## src/rtl/gtc_settle_timer.sv

```systemverilog
// Settle down-counter for the gate truth checker. Loads a count, decrements
// to zero and then holds; expired is high while the count is zero.
module gtc_settle_timer (
  input  logic       clk,
  input  logic       rst_n,
  input  logic       load,
  input  logic [3:0] load_val,
  output logic       expired
);

  logic [3:0] count;

  // Load on request, otherwise count down and stop at zero.
  always_ff @(posedge clk or negedge rst_n) begin
    if (!rst_n) begin
      count <= 4'd0;
    end else if (load) begin
      count <= load_val;
    end else if (count != 4'd0) begin
      count <= count - 4'd1;
    end
  end

  assign expired = (count == 4'd0);

endmodule

```

## config.mk

```make
export PLATFORM = sky130hd
export DESIGN_NAME = gtc_settle_timer
export DESIGN_NICKNAME = d
export VERILOG_FILES = /design/src/rtl/gtc_settle_timer.sv
export SDC_FILE = /design/constraint.sdc
export NUM_CORES = 1
export LEC_CHECK = 0
export BUFFER_PORTS_ARGS = -buffer_cell sky130_fd_sc_hd__buf_2
export CAP_MARGIN = 5
export CORE_AREA = 2 2 39 41
export CTS_CLUSTER_DIAMETER = 200
export DETAILED_ROUTE_END_ITERATION = 6
export DIE_AREA = 0 0 41 43
export GPL_ROUTABILITY_DRIVEN = 1
export SYNTH_ARGS = -nofsm -noshare
export SYNTH_HDL_FRONTEND = slang
export SYNTH_SLANG_ARGS = --single-unit
```

## constraint.sdc

```tcl
create_clock -name clk -period 2.88 [get_ports clk]
set_clock_uncertainty 0.2 [all_clocks]
set_input_delay 0.432 -clock clk [delete_from_list [all_inputs] [get_ports clk]]
set_output_delay 0.432 -clock clk [all_outputs]
set_load 0.005 [all_outputs]
```

### Word level (Yosys, flattened, before mapping)

Index checks and enable logic that the tools add are counted.

| storage, ports and cells | value |
|---|---|
| bits in writable memories | 0 |
| memories | 0 |
| register bits after elaboration | 4 |
| bits in latches | 0 |
| word-level logic and storage cells | 7 |
| output and inout bits | 1 |
| input bits | 7 |
| ROM bits | 0 |

| operators by class | value |
|---|---|
| equality and inequality tests | 0 |
| magnitude comparators | 0 |
| bitwise gates (word level) | 0 |
| multipliers | 0 |
| mux-type cells | 2 |
| reductions and logical operators | 3 |
| shifts and indexed selects | 0 |
| add/subtract/negate cells | 1 |
| div/mod/pow operators | 0 |

Operators by type and width:

| kind | count |
|---|---|
| 2-to-1 mux 4 bit | 2 |
| logical NOT 4 bit | 1 |
| nonzero test 4 bit | 1 |
| subtractor 4 x 1 -> 4 bit, second input constant | 1 |
| nonzero test 2 bit | 1 |

### Longest topological paths before layout

| logic depth | value |
|---|---|
| depth in word-level cells | 3 |
| depth in mapped cells | 5 |
| gate-level depth less buffers | 5 |

### Worst setup path after synthesis

No wires, ideal clock.

| path | value |
|---|---|
| path type | register -> register |
| start point | reg count[0] |
| end point | reg count[1] |
| clock period less this slack | 1.556 ns |
| library setup time | 0.125 ns |
| arrival time | 1.231 ns |
| stages on the path, launching flop included | 6 |
| data required time | 2.555 ns |
| buffers on the path | 0 |
| path slack | 1.324 ns |
| cell sequence | dfrtp_1 inv_1 ha_1 nor3b_4 mux2i_1 mux2_2 |

| on the way | value |
|---|---|
| word-level cells in the longest chain between the ends | 3 |
| elaborated cells between the ends (all ways) | 5 |
| classes of those cells | add/sub (1); mux (2); reduce/logical (2) |

RTL lines:

| item | RTL line | RTL |
|---|---|---|
| start, declared | 11 | `logic [3:0] count;` |
| start signal, assigned | 18 | `count <= load_val;` |
| start signal, assigned | 20 | `count <= count - 4'd1;` |
| subtractor 4 x 1 -> 4 bit | 20 |  |
| 2-to-1 mux 4 bit | 19 | `end else if (count != 4'd0) begin` |
| 2-to-1 mux 4 bit | 17 | `end else if (load) begin` |

Several ways; a longest one is shown, not always the timed one. The select of a mux whose other input is x is not followed.
A chain may end at the register's enable or synchronous reset.

### Worst setup path after layout

| path | value |
|---|---|
| start point | reg count[0] |
| end point | out expired |

| on the way | value |
|---|---|
| word-level cells in the longest chain between the ends | 1 |

RTL lines:

| item | RTL line | RTL |
|---|---|---|
| logical NOT 4 bit | 24 | `assign expired = (count == 4'd0);` |
| end, declared | 8 | `output logic expired` |

Every way passes these cells.

==> results.cfg <==
[timing]
finalSetupTns_ns = 0
slew_headroom_pct = 83.4
fin_ws_ns = 0.944
rsz0062_at_grt = false
hold_viol_final = 0
finalSetupViolCount = 0
finalCritPeriodShare_pct = 67.2
max_freq_ghz = 0.517
post-route-min-period_ns = 1.94
slew_violations = 0
worstMarginPinSlew_ns = 0.247

[clock_tree]
cts.sinks = 4
cts_tree = done
cts_htree_levels = 1
cts_made_buffers = 3
cts_setup_buffers = 0
cts_resized = 0
cts_buffer_depth = 2
path_clk_slew_ns = 0.04
insertion_delay_ns = 0.23
root_buffer = clkbuf_4

[routing]
ant_nets = 0
drtIter0Drc = 0
first_pass_iters = 1
wirelength_microns = 402
vias_per_cell = 3.75
drc = 0
wl_per_cell_microns = 8.38
num_vias = 180

[worst_setup_path]
path_class = register to output port
path_buf_inv = 2
r2r_cells = 5
worstPathCellList = inv_1, ha_1, nor3b_4, buf_2
crit_slowest_cell = dfrtp_1
r2r_start = count[0]
cp-end-kind = output port
r2r_slack_ns = 1.29
start_kind = register
cp_max_fo = 3
crit_family = flip-flops
arrival_ns = 1.30
r2r_end = count[1]
slowest_delay_ns = 0.36
required_ns = 2.25

[pwr]
p_leak_nw = 0.146
power_mw = 0.214
max-vdd-ir-drop_v = 0.000204
power_density_nw_per_um2 = 673

[global_route]
grt_use_total_pct = 6.26
grt-ovfl-total = 0
grt_max_degree = 9
antenna_found_initial = 0
grt_pass1_vias = 170
grt_pass1_wl_microns = 634

[place]
gp_congestion = 0.666
io_buffers = 7
place_ws_ns = 1.17
dpl.hpwl_microns = 331

[worst_hold_path]
hp-class = input pin to register
hold_end = count[2]
holdCritStartpoint = load_val[2]
holdPathStages = 3

[layout]
reg_top3 = count (4)
syn_to_final_growth_pct = 35.8
nNetsFinal = 42
antennaDiodeCount = 0
fill_cells = 154
largest_reg_flops = 4
drive_gt1_share_pct = 37.5
regMostFlops = count

[synthesis]
synth.yosys.seq_area_share_pct = 42.8
syn_area_per_cell_sq_um = 10.6
ys_ff_latch = 4
synthCells = 22
synth_simple_gate_area_share_pct = 21.4
syn_area_sq_um = 234
synth_warnings = 0
synth_cell_types = 15
synth_mux_area_share_pct = 13.4
synth_xor_area_share_pct = 3.74
synthesis.nets = 30
synth_top_family_by_area = simple AND/OR/NAND/NOR gates
synth_compound_area_share_pct = 8.56
synth_fa_ha_area_share_pct = 5.35

[die]
rows = 14
fp.dieH_microns = 43
die_area_sq_um = 1760
die_w_microns = 41
coreArea_sq_um = 1380
ios = 8
start_util_pct = 16.9

[job]
cap_violations = 0

[status]
outcome = finished, final reports clean
-- logic make-up after synthesis --
family | after synthesis
flip-flops | 4
XOR/XNOR | 1
multiplexers | 3
buffers and inverters | 3
AND/OR/NAND/NOR | 7
adder cells (fa/ha/maj) | 1
AO/OA/AOI/OAI | 3
-- cells in the mapped netlist, drive strengths merged --
cell type | number | area, sq um
clkbuf | 1 | 3.75
mux2 | 1 | 11.3
nor2b | 1 | 6.26
mux2i | 2 | 20.0
nor3b | 2 | 26.3
o21ai | 2 | 10.0
nand2 | 2 | 7.51
xnor2 | 1 | 8.76
dfrtp | 4 | 100
a221o | 1 | 10.0
inv | 2 | 7.51
nor3 | 2 | 10.0
ha | 1 | 12.5
-- how the worst max path moves through the flow --
stage | cells past startpoint | end | from
3_5_place_dp | 4 | expired | count[0]
2_1_floorplan | 5 | count[1] | count[0]
3_3_place_gp | 4 | expired | count[0]
5_1_grt | 4 | expired | count[0]
4_1_cts | 4 | expired | count[0]
6_report | 4 | expired | count[0]
-- metrics by stage --
stage	cells	utilization, %	cell area, sq um	hold WS (ns)
final	48	23.0	318	0.203
after global routing	48	23.0	318	0.216
after CTS	48	23.0	318	0.198
after detailed placement	44	20.6	285	0.0402
after global placement	44	20.6	285	0.0393
after floorplan	22	-	234	-0.0636
-- layout make-up --
cell class	count	area, sq um	area share, %
Sequential cell	4	100	31.5
Clock buffer	3	22.5	7.09
Tap cell	16	20.0	6.30
Timing Repair Buffer	8	45.0	14.2
Inverter	2	7.51	2.36
Multi-Input combinational cell	15	123	38.6
-- report_power, final --
| part | leakage [nW] | internal (mW) | switching, mW | total [mW] |
|---|---|---|---|---|
| registers | 0.0480 | 0.0691 | 0.0109 | 0.0800 |
| clock network | 0.0138 | 0.0466 | 0.0223 | 0.0688 |
| logic | 0.0844 | 0.0370 | 0.0282 | 0.0652 |
| total | 0.146 | 0.153 | 0.0613 | 0.214 |
-- repair_timing --
item	in CTS	in global routing
hold endpoints to repair	4	0
hold buffers	1	0
endpoints found under the setup margin	0	0
-- metal layers --
metal	vias to the layer above	wire length, microns	track usage, %	part of all wire (%)
li1	96	-	-	-
met4	0	14	10.0	3.5
met2	8	183	6.25	46
met1	74	177	7.84	44
met5	-	0	0	0
met3	2	26	1.57	6.5
-- cells in the final DEF (no fill, tap or decap), types with 2 or more instances in the layout --
master | synthesis | routed
mux2i_1 | 2 | 2
nor3_1 | 2 | 2
dfrtp_1 | 4 | 4
clkbuf_4 | 0 | 3
buf_2 | 0 | 7
inv_1 | 2 | 2
nand2_1 | 2 | 2
-- worst min-delay path, delay by kind of cell --
kind,cells,cell delay (ns)
AO/OA/AOI/OAI,1,0.05
buffers and inverters,1,0.07
AND/OR/NAND/NOR,1,0.04
Note: power is estimated with default switching activity, not from simulation.
